===== src/rtl/ahb_spi_master.sv =====
// AHB-Lite slave wrapping a single-byte SPI master (mode 0, MSB first).
// Zero-wait-state register file; SS_N is purely software controlled.
module ahb_spi_master #(
  parameter int unsigned SCK_HALF = 4
) (
  input  logic        HCLK,
  input  logic        HRESETn,
  input  logic        HSEL,
  input  logic [31:0] HADDR,
  input  logic [1:0]  HTRANS,
  input  logic        HWRITE,
  input  logic [2:0]  HSIZE,
  input  logic [31:0] HWDATA,
  input  logic        HREADY,
  output logic [31:0] HRDATA,
  output logic        HREADYOUT,
  output logic        HRESP,
  output logic        SPI_SCK,
  output logic        SPI_MOSI,
  input  logic        SPI_MISO,
  output logic        SPI_SS_N
);

  typedef enum logic [1:0] {
    ST_IDLE  = 2'd0,
    ST_SHIFT = 2'd1,
    ST_DONE  = 2'd2
  } state_t;

  localparam logic [7:0] HALF_LAST = 8'(SCK_HALF - 1);

  state_t      state_r, state_s;
  logic [4:0]  addr_r;
  logic        write_r;
  logic        valid_r;
  logic        ss_r;
  logic [7:0]  tx_r;
  logic [7:0]  rx_r;
  logic [7:0]  shift_r;
  logic        miso_bit_r;
  logic        sck_r;
  logic [7:0]  half_cnt_r;
  logic [3:0]  edge_cnt_r;
  logic        idle_s, shifting_s, done_s, mosi_s;
  logic        wr_start_s, wr_ss_s, wr_data_s;
  logic        half_done_s, last_edge_s;
  logic        unused_s;

  assign unused_s = ^{HSIZE, HADDR[31:5], HWDATA[31:8]};

  assign wr_start_s  = valid_r & write_r & (addr_r == 5'h00) & HWDATA[0];
  assign wr_ss_s     = valid_r & write_r & (addr_r == 5'h04);
  assign wr_data_s   = valid_r & write_r & (addr_r == 5'h12);
  assign half_done_s = (half_cnt_r == HALF_LAST);
  assign last_edge_s = half_done_s & (edge_cnt_r == 4'd15);

  assign HREADYOUT = 1'b1;
  assign HRESP     = 1'b0;
  assign SPI_SCK   = sck_r;
  assign SPI_SS_N  = ss_r;
  assign SPI_MOSI  = mosi_s;

  // FSM state register
  always_ff @(posedge HCLK or negedge HRESETn) begin
    if (!HRESETn) begin
      state_r <= ST_IDLE;
    end else begin
      state_r <= state_s;
    end
  end

  // FSM next-state logic; START is only honoured from IDLE
  always_comb begin
    state_s = state_r;
    case (state_r)
      ST_IDLE:  state_s = wr_start_s ? ST_SHIFT : ST_IDLE;
      ST_SHIFT: state_s = last_edge_s ? ST_DONE : ST_SHIFT;
      ST_DONE:  state_s = ST_IDLE;
      default:  state_s = ST_IDLE;
    endcase
  end

  // FSM decoded outputs; MOSI shows the held TX MSB while idle
  always_comb begin
    idle_s     = (state_r == ST_IDLE);
    shifting_s = (state_r == ST_SHIFT);
    done_s     = (state_r == ST_DONE);
    if (idle_s) begin
      mosi_s = tx_r[7];
    end else begin
      mosi_s = shift_r[7];
    end
  end

  // AHB address-phase capture and software-visible registers
  always_ff @(posedge HCLK or negedge HRESETn) begin
    if (!HRESETn) begin
      addr_r  <= 5'd0;
      write_r <= 1'b0;
      valid_r <= 1'b0;
      ss_r    <= 1'b1;
      tx_r    <= 8'h00;
      rx_r    <= 8'h00;
    end else begin
      if (HREADY) begin
        addr_r  <= HADDR[4:0];
        write_r <= HWRITE;
        valid_r <= HSEL & HTRANS[1];
      end
      if (wr_ss_s) begin
        ss_r <= HWDATA[0];
      end
      if (wr_data_s && idle_s) begin
        tx_r <= HWDATA[7:0];
      end
      if (done_s) begin
        rx_r <= shift_r;
      end
    end
  end

  // SCK generator and shifter: sample on rising SCK, shift on falling SCK
  always_ff @(posedge HCLK or negedge HRESETn) begin
    if (!HRESETn) begin
      shift_r    <= 8'h00;
      miso_bit_r <= 1'b0;
      sck_r      <= 1'b0;
      half_cnt_r <= 8'd0;
      edge_cnt_r <= 4'd0;
    end else if (idle_s && wr_start_s) begin
      shift_r    <= tx_r;
      sck_r      <= 1'b0;
      half_cnt_r <= 8'd0;
      edge_cnt_r <= 4'd0;
    end else if (shifting_s) begin
      if (half_done_s) begin
        half_cnt_r <= 8'd0;
        sck_r      <= ~sck_r;
        edge_cnt_r <= edge_cnt_r + 4'd1;
        if (!sck_r) begin
          miso_bit_r <= SPI_MISO;
        end else begin
          shift_r <= {shift_r[6:0], miso_bit_r};
        end
      end else begin
        half_cnt_r <= half_cnt_r + 8'd1;
      end
    end
  end

  // Read mux, driven from the captured address during the data phase
  always_comb begin
    HRDATA = 32'h0000_0000;
    if (valid_r && !write_r) begin
      case (addr_r)
        5'h04:   HRDATA = {31'd0, ss_r};
        5'h08:   HRDATA = {31'd0, idle_s};
        5'h12:   HRDATA = {24'd0, rx_r};
        default: HRDATA = 32'h0000_0000;
      endcase
    end else begin
      HRDATA = 32'h0000_0000;
    end
  end

endmodule


===== config.mk =====
export PLATFORM = sky130hd
export DESIGN_NAME = ahb_spi_master
export DESIGN_NICKNAME = d
export VERILOG_FILES = /design/src/rtl/ahb_spi_master.sv
export SDC_FILE = /design/constraint.sdc
export NUM_CORES = 1
export LEC_CHECK = 0
export ABC_AREA = 1
export BUFFER_PORTS_ARGS = -buffer_cell sky130_fd_sc_hd__buf_2
export CORE_UTILIZATION = 48
export CTS_CLUSTER_SIZE = 12
export DETAILED_ROUTE_END_ITERATION = 8
export PLACE_DENSITY = 0.81
export SLEW_MARGIN = 20
export SYNTH_ARGS = -nofsm -noshare
export SYNTH_HDL_FRONTEND = slang
export SYNTH_SLANG_ARGS = --single-unit

===== constraint.sdc =====
create_clock -name HCLK -period 1.8 [get_ports HCLK]
set_input_delay 0.18 -clock HCLK [delete_from_list [all_inputs] [get_ports HCLK]]
set_output_delay 0.18 -clock HCLK [all_outputs]
set_load 0.02 [all_outputs]

Word level (Yosys, flattened, before mapping)
Cells that the tools add are included.

Add/sub/neg operators: 2. Equal/unequal tests: 7. Muxes and demuxes: 19. Bitwise logic cells: 9. Reduce and logical (&&, ||, !) cells: 12.

Operator list (count): $mux 8 (7); $mux 32 (1); $pmux 8 s3 (1); $mux 4 (3); $add 8x1->8 const B (1); $eq 8x2->1 const B (1); $and 1x1->1 (7); $reduce_bool 2->1 (3); $eq 5x3->1 const B (1); $eq 5x4->1 const B (1); $eq 5x5->1 const B (1); $logic_not 5->1 (1); $mux 1 (5); $add 4x1->4 const B (1); $eq 4x4->1 const B (1); $pmux 2 s2 (1); $reduce_and 4->1 (1); $logic_and 1x1->1 (3); $reduce_and 3->1 (1); $eq 2x1->1 const B (1); $eq 2x2->1 const B (1); $logic_not 2->1 (1); $mux 2 (1); $not 1->1 (2); 2 further kinds (2).

Register bits after elaboration: 48. Input port bits: 75. Output and inout port bits: 37.

Logic depth before layout (Yosys ltp)
Gate-level depths: netlist of the first run.

Depth in word-level cells: 6. Depth in mapped cells: 9. Gate-level depth less buffers: 8.

Worst setup path before layout of the first run
OpenSTA, ideal clock, no wires.

Path type: register to output. From: register addr_r[3]. To: output HRDATA[3]. Arrival time: 1.450 ns. Required time: 1.620 ns. Path slack: 0.170 ns. Cell stages (with the launch flop): 6. Buffers on the path: 0. Path through: dfrtp_1 nor2_1 nand2_1 nor3_2 inv_1 nor3b_1.

Longest elaborated chain between the ends: 3. Elaborated cells on any way between the ends: 5.

Ends and longest elaborated chain: from (decl) (RTL line 33) `logic [4:0] addr_r;`; from (signal assigned) (RTL line 106) `addr_r <= HADDR[4:0];`; $eq 5x5->1 (tied with other cells) (RTL line 155) `case (addr_r)`; $pmux 8 s3 * (RTL line 155); $mux 32 * (RTL line 154) `if (valid_r && !write_r) begin`; to (decl) (RTL line 15) `output logic [31:0] HRDATA,`.

Every way passes the cells marked *; elsewhere a longest branch is shown, timed or not.

Final worst setup path of the first run
From: register addr_r[3]. To: output HRDATA[0].

Same word-level chain as after synthesis.

==> impl_metrics.yaml, run 1 <==
sta:
  slew_viol_final: 0
  min_period_over_period_pct: 102.9
  fin_ws_ps: -51.70
  finalClockSkew_ps: 12.85
  tightest_slew_ps: 587.2
  period_minus_slack_ps: 1852
  rsz0062_at_grt: "true"
  max_clock_freq_mhz: 540.0
  finalSetupViolCount: 5
  finalHoldViolCount: 0
  slew_headroom_pct: 60.85
  holdWs_ps: 72.90
final_layout:
  diodes: 0
  drive_above_1_share_pct: 22.71
  synthToLayoutAreaGrowth_pct: 14.88
  final_cells: 431
  fill_cells: 475
  nNetsFinal: 437
setup_path:
  critical_path.endpoint: "HRDATA[0]"
  cpMostUsedCell: "buf_6"
  crit_type: "flip-flop to output port"
  startpoint: "addr_r[3]"
  path_cells: "nor2_1, nand2_1, nor3_2, buf_4, buf_6, nand2_4, a21oi_4, buf_6"
  worstSetupEndpointType: "output port"
  start_kind: "flip-flop"
  worstPathArrival_ps: 1670
  reg2reg_slack_ps: 130
  cp_slowest_stage_delay_ps: 380
  path_max_fanout: 5
  reg2regPathDepth: 10
  cpMaxStageDelayCell: "dfrtp_1"
  reg2reg_from: "addr_r[3]"
  r2r_end: "tx_r[0]"
  crit_required_ps: 1620
yosys:
  yosysTopAreaCellShare_pct: 45.70
  synth_top_family_by_area: "simple AND/OR/NAND/NOR gates"
  syn-mean-instance-area_sq_um: 8.197
  synthXorXnorAreaFrac_pct: 0.6806
  ys.warnings.count: 0
  synth_area_sq_mm: 0.002574
  synth.most_common_cell: "nand2_1"
  ys.flop_type: "dfrtp_1"
  synth_compound_area_share_pct: 4.181
  synth_fa_ha_area_share_pct: 0.9723
  async_flop_share_pct: 100.0
  synth_seq_cells: 48
  yosysTopAreaCell: "dfrtp_1"
  yosysSeqAreaShare_pct: 46.72
  synth_edf_count: 0
  synthMuxAreaShare_pct: 3.063
  synth_cells: 314
  synthDistinctLibCells: 30
  synth_common_cells: "nand2_1 (98), dfrtp_1 (47), nand3_1 (40)"
  yosys.area_share.simple_pct: 31.45
  synth_area_leaders: "dfrtp_1 (46%), nand2_1 (14%), buf_4 (7.9%)"
clock_tree:
  clock_latency_ps: 310
  cts_max_level: 2
  cts_sinks: 48
  cts_root_buf: "clkbuf_8"
  cts_buffer_depth: 2
  clk_pin_slew_ps: 80
  cts_inserted_buffers: 5
  tritoncts: "built"
detailed_routing:
  finalWirelength_um: 4928
  drt_first_pass_iters: 5
  detail_route.wl_per_cell_um: 11.43
  drt_iter0_markers: 163
  drc_errors: 0
  vias_per_cell: 4.814
  vias: 2075
  ant_nets: 0
min_path:
  min_from: "HADDR[0]"
  min_path_type: "primary input to flip-flop"
floorplan:
  num_rows: 26
  fp.dieH_um: 75.23
  die_w_um: 75.23
  initial_core_util_pct: 50.07
  io-pin-count: 112
  fp.coreArea_sq_mm: 0.005140
  die_area_sq_mm: 0.005659
placed_design:
  gp_congestion: 0.8267
  hpwl_um: 3421
  dp_slack_ps: 180.7
  io_buffers: 30
  place_inst: 414
power:
  p_comb_share_pct: 9.8
  p_switching_uw: 518.4
  p_int_uw: 1430
  vdd_drop_max_uv: 455.7
  p_leak_uw: 0.001583
  p_sw_share_pct: 26.60
  p_seq_share_pct: 57.2
  power_frac_clock_pct: 33.0
  p_per_area_mw_per_mm2: 659.1
global_routing:
  grt_overflow: 0
  antenna_found_initial: 0
  first_global_vias: 1777
  grt_pass1_wl_um: 7983
  grt_usage_pct: 18.91
  grt_max_degree: 33
run_status:
  outcome: "finished with violations"
  violations: "setup timing"
run:
  cap_violations: 0
[routing by layer]
metal / global-route usage (%) / wire (um) / part of all wire [%]
met1: 24.74 / 2216 / 45
met5: 0 / 0 / 0
met2: 30.93 / 2433 / 49
met4: 7.613 / 100 / 2.0
met3: 3.882 / 176 / 3.6
[registers in the layout, indices dropped and copies added, names as in the netlist]
signal,cells
SPI_SS_N,1
addr_r,5
write_r,1
rx_r,8
valid_r,1
miso_bit_r,1
half_cnt_r,8
state_r,2
shift_r,8
edge_cnt_r,4
tx_r,8
SPI_SCK,1
[critical path, delay by kind of cell (launching register included)]
family	cells	cell delay, ps
AOI/OAI and AO/OA	1	130
buffers and inverters	3	450
DFF	1	380
and+or+nand+nor	4	410
[power groups by stage]
stage          clock, uW  combinational (uW)  sequential [uW]
6_report             644                 190             1110
5_1_grt              702                 215             1120
4_1_cts              658                 180             1110
3_5_place_dp           0                 168             1140
3_3_place_gp           0                 164             1140
2_1_floorplan          0                 136             1140
[worst min-delay path by stage]
stage / to / slack, ps / cells after the start
6_report: addr_r[0] / 70 / 3
5_1_grt: addr_r[2] / 80 / 3
4_1_cts: addr_r[0] / 70 / 3
3_5_place_dp: half_cnt_r[5] / 230 / 1
3_3_place_gp: half_cnt_r[5] / 220 / 1
2_1_floorplan: SPI_SCK / -120 / 0
[cell families after synthesis]
| group | count (synthesis) |
|---|---|
| DFF | 48 |
| AOI/OAI and AO/OA | 21 |
| other | 2 |
| adders and majority gates | 2 |
| buffers and inverters | 55 |
| and+or+nand+nor | 177 |
| muxes | 7 |
| xor gates and xnor gates | 2 |
[stage by stage]
| step | instance area (sq um) | setup TNS (ps) | utilization (%) | total power, uW |
|---|---|---|---|---|
| 6_report | 2957 | -150.5 | 57.52 | 1949 |
| 5_1_grt | 2957 | -849.7 | 57.52 | 2034 |
| 4_1_cts | 2864 | -28.13 | 55.72 | 1952 |
| 3_5_place_dp | 2723 | 0 | 52.97 | 1304 |
| 3_3_place_gp | 2723 | 0 | 52.97 | 1299 |
| 2_1_floorplan | 2664 | 0 | - | 1278 |
[repair_timing]
item	4_1_cts	5_1_grt
hold buffers	1	0
resized for setup	6	19
buffers inserted	4	4
setup endpoints to repair	4	6
pin swaps	3	6
hold endpoints to repair	24	0
[cells in the final DEF, fill, tap and decap left out, types with 3 or more instances in the layout]
cell / count
o21ai_0: 15
buf_6: 4
buf_4: 20
inv_1: 20
nand2_2: 3
clkbuf_8: 5
mux2_2: 7
dfrtp_1: 47
nand2_1: 95
buf_2: 22
nor2_2: 3
nor3b_2: 3
nand4_1: 5
a21oi_1: 4
nor3_1: 3
nand3_1: 40
conb_1: 26
nor2_1: 16
nand2_4: 3
[layout make-up]
type | instances | area, sq um | area share, %
clock inverters | 2 | 12.51 | 0.4232
clock buffers | 6 | 72.57 | 2.455
repair buffers | 47 | 315.3 | 10.66
multi-input cells | 235 | 1177 | 39.82
inverters | 23 | 88.84 | 3.005
flip-flops and latches | 48 | 1202 | 40.67
well taps | 70 | 87.58 | 2.962
(Power assumes the default switching activity.)
==> run 2: changes to the inputs <==
--- a/config.mk
+++ b/config.mk
@@ -5,12 +5,12 @@
 export SDC_FILE = /design/constraint.sdc
 export NUM_CORES = 1
 export LEC_CHECK = 0
-export ABC_AREA = 1
 export BUFFER_PORTS_ARGS = -buffer_cell sky130_fd_sc_hd__buf_2
-export CORE_UTILIZATION = 48
+export CORE_UTILIZATION = 47
+export CTS_CLUSTER_DIAMETER = 200
 export CTS_CLUSTER_SIZE = 12
 export DETAILED_ROUTE_END_ITERATION = 8
-export PLACE_DENSITY = 0.81
+export PLACE_DENSITY = 0.8
 export SLEW_MARGIN = 20
 export SYNTH_ARGS = -nofsm -noshare
 export SYNTH_HDL_FRONTEND = slang
==> run 2 against run 1 <==
Sequential share of layout area increased by 1.4 points. Area after synthesis is 6.2% lower. First-iteration DRC count fell by 55%. Worst setup slack worse by 18 ps. Clock-buffer cell count unchanged. The run still ends with setup timing left. Sequential power grew 13%. Critical path type unchanged. Clock skew decreased by 4.6 ps. Total power up 20%. Wire length shrank 9.3%. Non-clock buffer count up 1. Critical path depth decreased by 2. Die area down 4.1%.
==> impl_metrics.yaml, run 2 <==
run_status:
  outcome: "finished with violations"
  violations: "setup timing"
placed_design:
  dpl_cell_area_sq_mm: 0.002601
  hpwl_um: 2943
  gp_congestion: 0.8149
  place_inst: 318
  io_buffers: 30
yosys:
  synth_area_sq_mm: 0.002414
  ys.flop_type: "dfrtp_1"
  syn-mean-instance-area_sq_um: 11.07
  yosysTopAreaCellShare_pct: 48.73
  async_flop_share_pct: 100.0
  yosysSeqAreaShare_pct: 49.82
  synth_cells: 218
  synthDistinctLibCells: 40
  synth_edf_count: 0
  ys.warnings.count: 0
  synth.most_common_cell: "dfrtp_1"
  synth_seq_cells: 48
  yosysTopAreaCell: "dfrtp_1"
  synth_area_leaders: "dfrtp_1 (49%), mux2_2 (11%), buf_4 (8.1%)"
  synth_common_cells: "dfrtp_1 (47), buf_4 (26), mux2_2 (24)"
min_path:
  min_path_type: "primary input to flip-flop"
  min_from: "HADDR[3]"
final_layout:
  final_common_cell: "dfrtp_1"
  final_cells: 333
  fin_util_pct: 59.35
  drive_above_1_share_pct: 37.97
  most-common-layout-cells: "dfrtp_1 (47), conb_1 (26), mux2_2 (24)"
  fill_cells: 413
  synthToLayoutAreaGrowth_pct: 18.46
  fin_area_sq_mm: 0.002859
  ff_latch_area_sq_mm: 0.001202
  diodes: 0
  multi_input_comb_area_sq_mm: 0.001130
  nNetsFinal: 342
sta:
  rsz0062_at_grt: "true"
  tns_ps: -431.7
  tightest_slew_ps: 608.4
  slew_viol_final: 0
  period_minus_slack_ps: 1870
  min_period_over_period_pct: 103.9
  finalSetupViolCount: 7
  max_clock_freq_mhz: 534.8
  finalHoldViolCount: 0
  finalClockSkew_ps: 8.253
  slew_headroom_pct: 59.44
  fin_ws_ps: -69.84
detailed_routing:
  ant_nets: 0
  vias: 1682
  vias_per_cell: 5.051
  finalWirelength_um: 4471
  detail_route.wl_per_cell_um: 13.43
  drt_iter0_markers: 73
  drt_first_pass_iters: 4
  drc_errors: 0
global_routing:
  grt_max_degree: 49
  first_global_vias: 1609
  grt_usage_pct: 18.03
  antenna_found_initial: 0
  grt_overflow: 0
  grt_pass1_wl_um: 7293
setup_path:
  path_max_fanout: 7
  startpoint: "addr_r[3]"
  cpMaxStageDelayCell: "dfrtp_1"
  cp_slowest_stage_delay_ps: 420
  worstSetupEndpointType: "output port"
  path_delay_family: "simple AND/OR/NAND/NOR gates"
  reg2reg_from: "half_cnt_r[0]"
  cp_num_buf_inv: 2
  crit_required_ps: 1620
  worstPathArrival_ps: 1690
  path_cells: "nor2_2, and4b_1, nor3b_4, buf_6, and2_4, buf_6"
  start_kind: "flip-flop"
  cpMostUsedCell: "buf_6"
  crit_type: "flip-flop to output port"
clock_tree:
  cts_root_buf: "clkbuf_8"
  clock_latency_ps: 310
  cts_sinks: 48
  cts_inserted_buffers: 5
  cts_max_level: 2
  clk_pin_slew_ps: 90
  cts_buffer_depth: 2
  tritoncts: "built"
floorplan:
  die_w_um: 73.66
  initial_core_util_pct: 50.10
  io-pin-count: 112
  fp.coreArea_sq_mm: 0.004817
  fp.dieH_um: 73.66
  die_area_sq_mm: 0.005426
  num_rows: 25
power:
  p_per_area_mw_per_mm2: 821.3
  p_leak_uw: 0.001345
  vdd_drop_max_uv: 566.5
run:
  cap_violations: 0
run 2: changes by cell type after synthesis, sizes merged, moves of 8 or more:
cell,previous run,this run
nand3,41,12
inv,23,3
mux2,7,24
o21ai,15,7
mux2i,0,8
and2,0,8
nand2,101,9
run 2: routing by layer:
metal  global-route usage [%]  up-vias  part of all wire (%)
met2                    31.29       40                    52
met1                    21.65      825                    43
met3                    3.567       10                   2.8
met4                    7.906        0                   2.2
met5                        0        -                     0
li1                         -      807                     -
run 2: final timing paths:
check | slack (ps) | endpoint | cells after the start
max in group asynchronous | 890 | addr_r[0] | 3
worst min register to register | 510 | rx_r[2] | 1
worst min-delay path | 90 | addr_r[3] | 3
worst max-delay path | -70 | HRDATA[3] | 6
min in group asynchronous | 490 | rx_r[6] | 3
worst max register to register | 60 | edge_cnt_r[3] | 5
run 2: through the flow:
step	hold slack [ps]	setup WS (ps)	power, uW
floorplan	-115.6	89.16	1537
global placement	309.5	80.39	1624
detailed placement	315.5	44.36	1642
CTS	89.33	-81.06	2341
global route	89.20	-164.2	2465
finish	91.23	-69.84	2348
run 2: logic make-up (layout without fill, tap and decap cells):
logic type	after synthesis	after routing	share of synthesized area, %
adder cells (fa/ha/maj)	2	2	1.037
AND/OR/NAND/NOR	71	71	17.57
other	2	26	0.3112
flip-flops	48	48	49.82
buffers and inverters	35	59	9.539
AO/OA/AOI/OAI	23	23	5.392
multiplexers	32	32	14.52
XOR/XNOR	5	5	1.814
run 2: where the power goes:
group	switching (uW)	total, uW	leakage [uW]	internal (uW)
logic	231	412	0.000733	181
registers	75.4	1250	0.000560	1170
clock network	374	689	0.0000516	315
run 2: area by class of cell:
class                           count  share of cell area (%)
Clock buffer                        6                   2.888
Clock inverter                      2                  0.4814
Inverter                            3                  0.3939
Timing Repair Buffer               48                   11.73
Tap cell                           67                   2.932
Sequential cell                    48                   42.06
Multi-Input combinational cell    159                   39.52
run 2: worst reg2reg max path: cells and delay by family (launching register included):
family,cells,cell delay [ps]
simple gates,4,1140
flops,1,360
fa+ha+maj,1,180
run 2: repair_timing:
action                                 4_1_cts  5_1_grt
gates resized for setup                     25        5
endpoints found under the hold margin       47        0
pin swaps                                    9        2
hold buffers                                 1        0
setup endpoints to repair                    8       33
cloned                                       0        0
setup buffers                                2        4
